===== src/rtl/uart_arbiter.sv =====
// uart_arbiter: shares one uart_tx between N_REQ byte-stream requesters,
// round-robin at message granularity with an idle-timeout grant revoke.
module uart_arbiter #(
    parameter int N_REQ   = 2,
    parameter int TIMEOUT = 4800
) (
    input  logic               clk48,
    input  logic               rst,
    input  logic [N_REQ-1:0]   req_v,
    input  logic [8*N_REQ-1:0] req_d,
    input  logic [N_REQ-1:0]   req_last,
    output logic [N_REQ-1:0]   req_ack,
    output logic [N_REQ-1:0]   grant,
    output logic [7:0]         uart_d,
    output logic               uart_d_v,
    input  logic               uart_busy,
    input  logic               uart_done
);

    localparam int IW = (N_REQ > 2) ? 2 : 1;
    localparam int CW = $clog2(TIMEOUT + 1);
    localparam logic [CW-1:0] TO_LAST  = CW'(TIMEOUT - 1);
    localparam logic [IW-1:0] LAST_IDX = IW'(N_REQ - 1);

    typedef enum logic [1:0] {
        IDLE,
        LOAD,
        WAIT
    } state_t;

    state_t           state, state_n;
    logic [IW-1:0]    owner, owner_n;
    logic [IW-1:0]    last_grant, last_grant_n;
    logic [IW-1:0]    pick;
    logic             found;
    logic             last_flag, last_flag_n;
    logic [CW-1:0]    cnt, cnt_n;
    logic [N_REQ-1:0] grant_n, req_ack_n;
    logic [7:0]       uart_d_n;
    logic             uart_d_v_n;
    logic             own_v, own_last;
    logic [7:0]       own_d;

    assign own_v    = req_v[owner];
    assign own_last = req_last[owner];
    assign own_d    = req_d[8*owner +: 8];

    // Search starts just after the previous owner, wrapping modulo N_REQ.
    always_comb begin
        pick  = last_grant;
        found = 1'b0;
        for (int k = 1; k <= N_REQ; k++) begin
            if (!found && req_v[(int'(last_grant) + k) % N_REQ]) begin
                found = 1'b1;
                pick  = IW'((int'(last_grant) + k) % N_REQ);
            end
        end
    end

    always_comb begin
        state_n      = state;
        owner_n      = owner;
        last_grant_n = last_grant;
        last_flag_n  = last_flag;
        cnt_n        = cnt;
        grant_n      = grant;
        uart_d_n     = uart_d;
        uart_d_v_n   = 1'b0;
        req_ack_n    = '0;
        unique case (state)
            IDLE: begin
                if (found) begin
                    owner_n = pick;
                    grant_n = N_REQ'(1) << pick;
                    cnt_n   = '0;
                    state_n = LOAD;
                end
            end
            LOAD: begin
                if (own_v) begin
                    if (!uart_busy) begin
                        uart_d_n    = own_d;
                        last_flag_n = own_last;
                        uart_d_v_n  = 1'b1;
                        req_ack_n   = grant;
                        state_n     = WAIT;
                    end
                end else if (cnt == TO_LAST) begin
                    grant_n      = '0;
                    last_grant_n = owner;
                    state_n      = IDLE;
                end else if (cnt < TO_LAST) begin
                    cnt_n = cnt + 1'b1;
                end
            end
            WAIT: begin
                if (uart_done) begin
                    if (last_flag) begin
                        grant_n      = '0;
                        last_grant_n = owner;
                        state_n      = IDLE;
                    end else begin
                        cnt_n   = '0;
                        state_n = LOAD;
                    end
                end
            end
            default: state_n = IDLE;
        endcase
    end

    always_ff @(posedge clk48) begin
        if (rst) begin
            state      <= IDLE;
            owner      <= '0;
            last_grant <= LAST_IDX;
            last_flag  <= 1'b0;
            cnt        <= '0;
            grant      <= '0;
            req_ack    <= '0;
            uart_d     <= 8'h00;
            uart_d_v   <= 1'b0;
        end else begin
            state      <= state_n;
            owner      <= owner_n;
            last_grant <= last_grant_n;
            last_flag  <= last_flag_n;
            cnt        <= cnt_n;
            grant      <= grant_n;
            req_ack    <= req_ack_n;
            uart_d     <= uart_d_n;
            uart_d_v   <= uart_d_v_n;
        end
    end

endmodule


===== config.mk =====
export PLATFORM = sky130hd
export DESIGN_NAME = uart_arbiter
export DESIGN_NICKNAME = d
export VERILOG_FILES = /design/src/rtl/uart_arbiter.sv
export SDC_FILE = /design/constraint.sdc
export NUM_CORES = 1
export LEC_CHECK = 0
export ABC_AREA = 1
export CORE_UTILIZATION = 40
export DETAILED_ROUTE_END_ITERATION = 10
export PLACE_DENSITY = 0.72
export SETUP_SLACK_MARGIN = 0.1
export SLEW_MARGIN = 20
export SYNTH_ARGS = -nofsm -noshare
export SYNTH_HDL_FRONTEND = slang
export SYNTH_SLANG_ARGS = --single-unit

===== constraint.sdc =====
create_clock -name clk48 -period 1.6 [get_ports clk48]
set_input_delay 0.24 -clock clk48 [delete_from_list [all_inputs] [get_ports clk48]]
set_output_delay 0.24 -clock clk48 [all_outputs]
set_load 0.01 [all_outputs]

==> results.cfg, run 1 <==
[layout]
area_growth_pct = 58.7
drive_gt1_share_pct = 31.0
nets = 386
layout_commonest_cell = nand2_1
stdcell_count = 410
num_antenna_cells = 0
layout_common_cells = 74 x nand2_1, 36 x clkdlybuf4s50_1, 34 x nor2_1

[timing]
fin_ws_ns = 0.0225
period_needed_ns = 1.58
timing.fmax_mhz = 634
tightest_slew_ns = 0.293
relSlewSlack_pct = 80.3
rsz0062_at_grt = yes
hold_viol = 0
drv_slew = 0
holdWs_ns = 0.472
skew_ns = 0.00456
fin_crit_sh_pct = 98.6
final-setup-viol-count = 0

[clock_tree]
htreeDepth = 2
clk-insertion-delay-late_ns = 0.28
cts_buffer_depth = 2
cts_tree = yes
cts.sinks = 31
cts_buffers = 5
clockRootBuffer = clkbuf_8
clkTransAtPathRegs_ns = 0.07
hold_buffers = 0

[critical_path]
r2r_slack_ns = 0.02
endpoint_kind = flip-flop
cp.required_ns = 1.78
reg2regPathDepth = 9
crit_fanout = 6
cp-startpoint = state[1]
worstSetupPathType = flip-flop to flip-flop
cp.arrival_ns = 1.75
critPathLaunchType = flip-flop
r2r_start = state[1]

[global_route]
grt_util_all_layers_pct = 23.0
grt_pass1_wl_um = 9250
grt_pass1_vias = 2039
antenna_found_initial = 0
gr-total-overflow = 0
grt_max_degree = 19

[power]
peakVddDrop_uv = 816
total_power_w = 0.00410
p_leak_nw = 1.22
p_per_area_mw_per_mm2 = 1360

[synthesis]
ys_seq_elements = 31
ys_top_cells_by_area = dfxtp_1 33%, nand2_1 16%, nor2_1 8.1%
synth_top_area_share_pct = 32.7
yosys.area.top_type = dfxtp_1
synth_cell_types = 22
synth_nets = 324
yosys_warnings = 0
seq_area_frac_synth_pct = 32.7
ys.flop_type = dfxtp_1
avgSynthCellArea_um2 = 6.44
netlist_instances = 295
synth_edf_count = 0
synthArstFlopShare_pct = 0
netlist_area_mm2 = 0.00190

[drt]
detail_route.wl_per_cell_um = 13.9
num_vias = 2166
drtIter0Drc = 144
drc_errors = 0
via_per_inst = 5.28
ant_nets = 0
first_pass_iters = 4
routed_wl_um = 5700

[placed_design]
portBuffers = 36
dp_hpwl_um = 3670
globalplace.congestion = 0.923
place_inst = 396
pre_cts_ws_ns = -0.198

[worst_hold_path]
hold_start = grant[1]
worst_hold_path.num_cells = 2
hold_path_class = flip-flop to flip-flop

[floorplanning]
die_w_um = 70.9
core_mm2 = 0.00444
initial_core_util_pct = 42.7
dieArea_mm2 = 0.00503
die_height_um = 70.9
rows = 24
num_io_pins = 37

[run]
maxCapViolCount = 0

[run_status]
status = complete, no violations
[cells in the mapped netlist, types with 2 or more instances]
| master | n |
|---|---|
| or2_2 | 2 |
| nand2_1 | 81 |
| clkinv_1 | 2 |
| clkbuf_1 | 3 |
| inv_2 | 2 |
| ha_1 | 5 |
| dfxtp_1 | 31 |
| a31oi_1 | 10 |
| a21oi_1 | 17 |
| nand3_1 | 23 |
| clkbuf_8 | 2 |
| nor2_2 | 2 |
| nor3_1 | 6 |
| nor2_4 | 3 |
| buf_6 | 2 |
| nand3_2 | 9 |
| inv_1 | 31 |
| o21ai_0 | 15 |
| nor2_1 | 41 |
| nand4_1 | 6 |
[cell type report]
cell class,count,area [um^2]
clock buffer,8,100
fill,364,1430
sequential,31,636
multi-input combinational,222,1420
tap,52,65.1
inverter,35,139
timing repair buffer,62,652
[repair_timing]
item / in CTS / in global routing
resized for setup: 21 / 73
buffers inserted: 0 / 1
endpoints found under the setup margin: 29 / 29
pin swaps: 5 / 19
gates cloned: 1 / 4
[stage by stage]
step	utilization [%]	area (um^2)	TNS (ns)
after floorplan	-	1900	0
after global placement	55.0	2440	-1.81
after detailed placement	55.0	2440	-3.38
after CTS	59.3	2640	0
after global routing	67.8	3010	-0.504
final	67.8	3010	0
[flip-flops by register name, summed over array words and instances, names as in the netlist]
name	flops
grant	2
last_flag	1
owner	1
cnt	13
last_grant	1
uart_d_v	1
req_ack	2
state	2
uart_d	8
[routing by layer]
layer  vias up  part of all wire (%)  GRT usage [%]
li1       1083                     -              -
met1      1009                    41           28.9
met2        65                    51           38.8
met3         9                   6.5           5.98
met4         0                   1.2           6.67
met5         -                     0              0
[power breakdown]
| part | total, W | internal (W) | switching, W |
|---|---|---|---|
| Clock | 0.000681 | 0.000392 | 0.000289 |
| Combinational | 0.00226 | 0.00101 | 0.00125 |
| Sequential | 0.00116 | 0.000968 | 0.000189 |
[path summary, 6_finish.rpt]
path | endpoint
worst max-delay path | cnt[2]
worst min-delay path | req_ack[1]
worst max register to register | cnt[2]
worst min register to register | req_ack[1]
[cell families (layout without fill, tap and decap cells)]
group	after synthesis	after routing	share of synthesized area, %
buf+inv	43	105	10.4
flops	31	31	32.7
compound gates	42	42	11.7
simple gates	174	175	41.9
fa+ha+maj	5	5	3.29
[critical path: stages, from the launching register on]
cell and delay, ns:
dfxtp_4 0.37, buf_6 0.12, ha_4 0.16, a21oi_4 0.11
nand4_1 0.15, nor2_4 0.19, clkbuf_16 0.18, nand3_2 0.06
nand2_2 0.08, nor2_2 0.04
(Power assumes the default switching activity.)
==> run 2: changes to the inputs <==
- HOLD_SLACK_MARGIN: unset -> 0.1
==> results of run 2 <==
Same layout as run 1: the final DEF is identical, and so are final timing and power.
==> run 3: changes to the inputs <==
- ABC_AREA: 1 -> 0
- PLACE_DENSITY: 0.72 -> 0.73
- RECOVER_POWER: unset -> 100
==> run 3 against run 2 <==
Net effect: the flow now finishes with violations (negative setup slack); flip-flop and latch count unchanged; routed wire length is 22% higher; final area up 5.8%; sequential share of layout area shrank 1.3 points; via count grew 3.0%; maximum frequency shrank 24%; critical endpoint is now grant[0]; largest power group unchanged; highest routed layer unchanged.
==> results.cfg, run 3 <==
[run_status]
status = finished, violations left
violations = negative setup slack

[global_route]
grt_util_all_layers_pct = 31.5
grt_pass1_wl_um = 10400
grt_max_degree = 15
grt_pass1_vias = 2188
antenna_found_initial = 0
gr-total-overflow = 0

[drt]
drc_errors = 0
drtIter0Drc = 234
via_per_inst = 6.11
num_vias = 2230
first_pass_iters = 5
ant_nets = 0
detail_route.wl_per_cell_um = 19.0
routed_wl_um = 6950

[layout]
num_antenna_cells = 0
area_growth_pct = 87.6
reg_top3 = cnt (13), uart_d (8)
drive_gt1_share_pct = 47.3
largest_reg_flops = 13
nets = 344
stdcell_count = 365
multi_input_area_mm2 = 0.00134
top_register = cnt
final.fill_count = 232
layout_commonest_cell = buf_4
layout_common_cells = 63 x buf_4, 36 x clkdlybuf4s50_1, 24 x dfxtp_1
seqCellArea_um2 = 632

[synthesis]
synthXorXnorAreaFrac_pct = 0
synth-simple-area-share_pct = 25.3
netlist_area_mm2 = 0.00170
synth_top_area_share_pct = 36.5
synth_most_common_cell = dfxtp_1
seq_area_frac_synth_pct = 36.5
avgSynthCellArea_um2 = 8.37
synth_edf_count = 0
synth_compound_area_share_pct = 25.0
synth_fa_ha_area_share_pct = 3.68
synth_cell_types = 48
synthArstFlopShare_pct = 0
ys_seq_elements = 31
synth_top_family_by_area = simple AND/OR/NAND/NOR gates
ys_top_cells_by_area = dfxtp_1 37%, mux2i_1 5.9%, nand2_1 4.6%
synthMuxAreaShare_pct = 6.55
synth_nets = 232
netlist_instances = 203
yosys_warnings = 0
ys_top_cells_by_count = 31 x dfxtp_1, 21 x nand2_1, 17 x nor2_1
yosys.area.top_type = dfxtp_1
ys.flop_type = dfxtp_1

[clock_tree]
hold_buffers = 0
cts_tree = yes
htreeDepth = 2
clockRootBuffer = clkbuf_8
cts_buffers = 5
cts_buffer_depth = 2
cts.sinks = 31
clk-insertion-delay-late_ns = 0.29
clkTransAtPathRegs_ns = 0.07

[placed_design]
pre_cts_ws_ns = -0.549
portBuffers = 36
place_inst = 340
dp_hpwl_um = 3820
globalplace.congestion = 0.902

[power]
total_power_w = 0.00251
p_per_area_mw_per_mm2 = 788
p_leak_nw = 1.25
peakVddDrop_uv = 530

[critical_path]
worstSetupPathType = flip-flop to flip-flop
endpoint_kind = flip-flop
r2r_start = cnt[6]
cpMaxStageDelayCell = or4b_4
critPathLaunchType = flip-flop
crit_fanout = 3
crit_family = simple AND/OR/NAND/NOR gates
r2r_slack_ns = -0.47
rr_endpoint = grant[0]
cp.required_ns = 1.82
path_cells = nand4b_1 > or4_4 > o21a_1 > or4b_4 > a21oi_2
cp.arrival_ns = 2.29
reg2regPathDepth = 5
crit_cells = 5
max_stage_delay_ns = 0.54
critPathBufInv = 0

[timing]
relSlewSlack_pct = 74.2
timing.fmax_mhz = 483
skew_ns = 0.00608
rsz0062_at_grt = yes
period_needed_ns = 2.07
final-setup-viol-count = 26
drv_slew = 0
tns_ns = -6.05
fin_crit_sh_pct = 129
tightest_slew_ns = 0.385
hold_viol = 0
fin_ws_ns = -0.469

[floorplanning]
initial_core_util_pct = 42.2
die_w_um = 67.2
core_mm2 = 0.00403
dieArea_mm2 = 0.00451
die_height_um = 67.2
num_io_pins = 37
rows = 23

[worst_hold_path]
worst_hold_path.num_cells = 1
hold_path_end = req_ack[0]
hold_start = grant[0]
hold_path_class = flip-flop to flip-flop

[run]
maxCapViolCount = 0
run 3: per-layer routing:
layer,GRT usage (%),vias up,part of all wire [%]
met2,53.1,152,49
met3,7.94,39,8.7
met5,0,-,0
met4,15.7,0,4.4
li1,-,992,-
met1,36.7,1047,38
run 3: cell families (layout without fill, tap and decap cells):
group | count (synthesis) | after routing
simple gates | 81 | 81
buf+inv | 13 | 125
fa+ha+maj | 5 | 5
mux | 11 | 11
flops | 31 | 31
compound gates | 62 | 62
run 3: what timing repair did:
item                       4_1_cts  5_1_grt
pin swaps                       10        6
gates resized for setup         55       12
setup endpoints to repair       29       29
buffers inserted                14        2
cloned                           2        0
run 3: worst max-delay path by stage:
| stage | start | end | slack (ns) |
|---|---|---|---|
| floorplan | state[0] | grant[1] | -0.30 |
| global placement | req_v[1] | cnt[6] | -0.50 |
| detailed placement | req_v[0] | cnt[6] | -0.55 |
| CTS | state[0] | grant[1] | -0.37 |
| global route | state[1] | grant[0] | -0.51 |
| finish | cnt[6] | grant[0] | -0.47 |
run 3: final cells by class:
type	instances	share of cell area, %
Multi-Input combinational cell	159	42.2
Sequential cell	31	19.8
Clock inverter	1	0.157
Tap cell	50	1.96
Timing Repair Buffer	113	32.7
Clock buffer	6	2.59
Inverter	5	0.667
run 3: power by group:
group / internal [W] / switching [W] / total, W
Combinational: 0.000547 / 0.000456 / 0.00100
Clock: 0.000337 / 0.000300 / 0.000637
Sequential: 0.000825 / 0.0000450 / 0.000870
run 3: through the flow:
stage | hold slack [ns] | instance area [um^2] | util [%]
after floorplan | 0.336 | 1820 | -
after global placement | 0.465 | 2650 | 65.8
after detailed placement | 0.473 | 2650 | 65.8
after CTS | 0.488 | 3100 | 76.9
after global routing | 0.513 | 3190 | 79.1
final | 0.493 | 3190 | 79.1
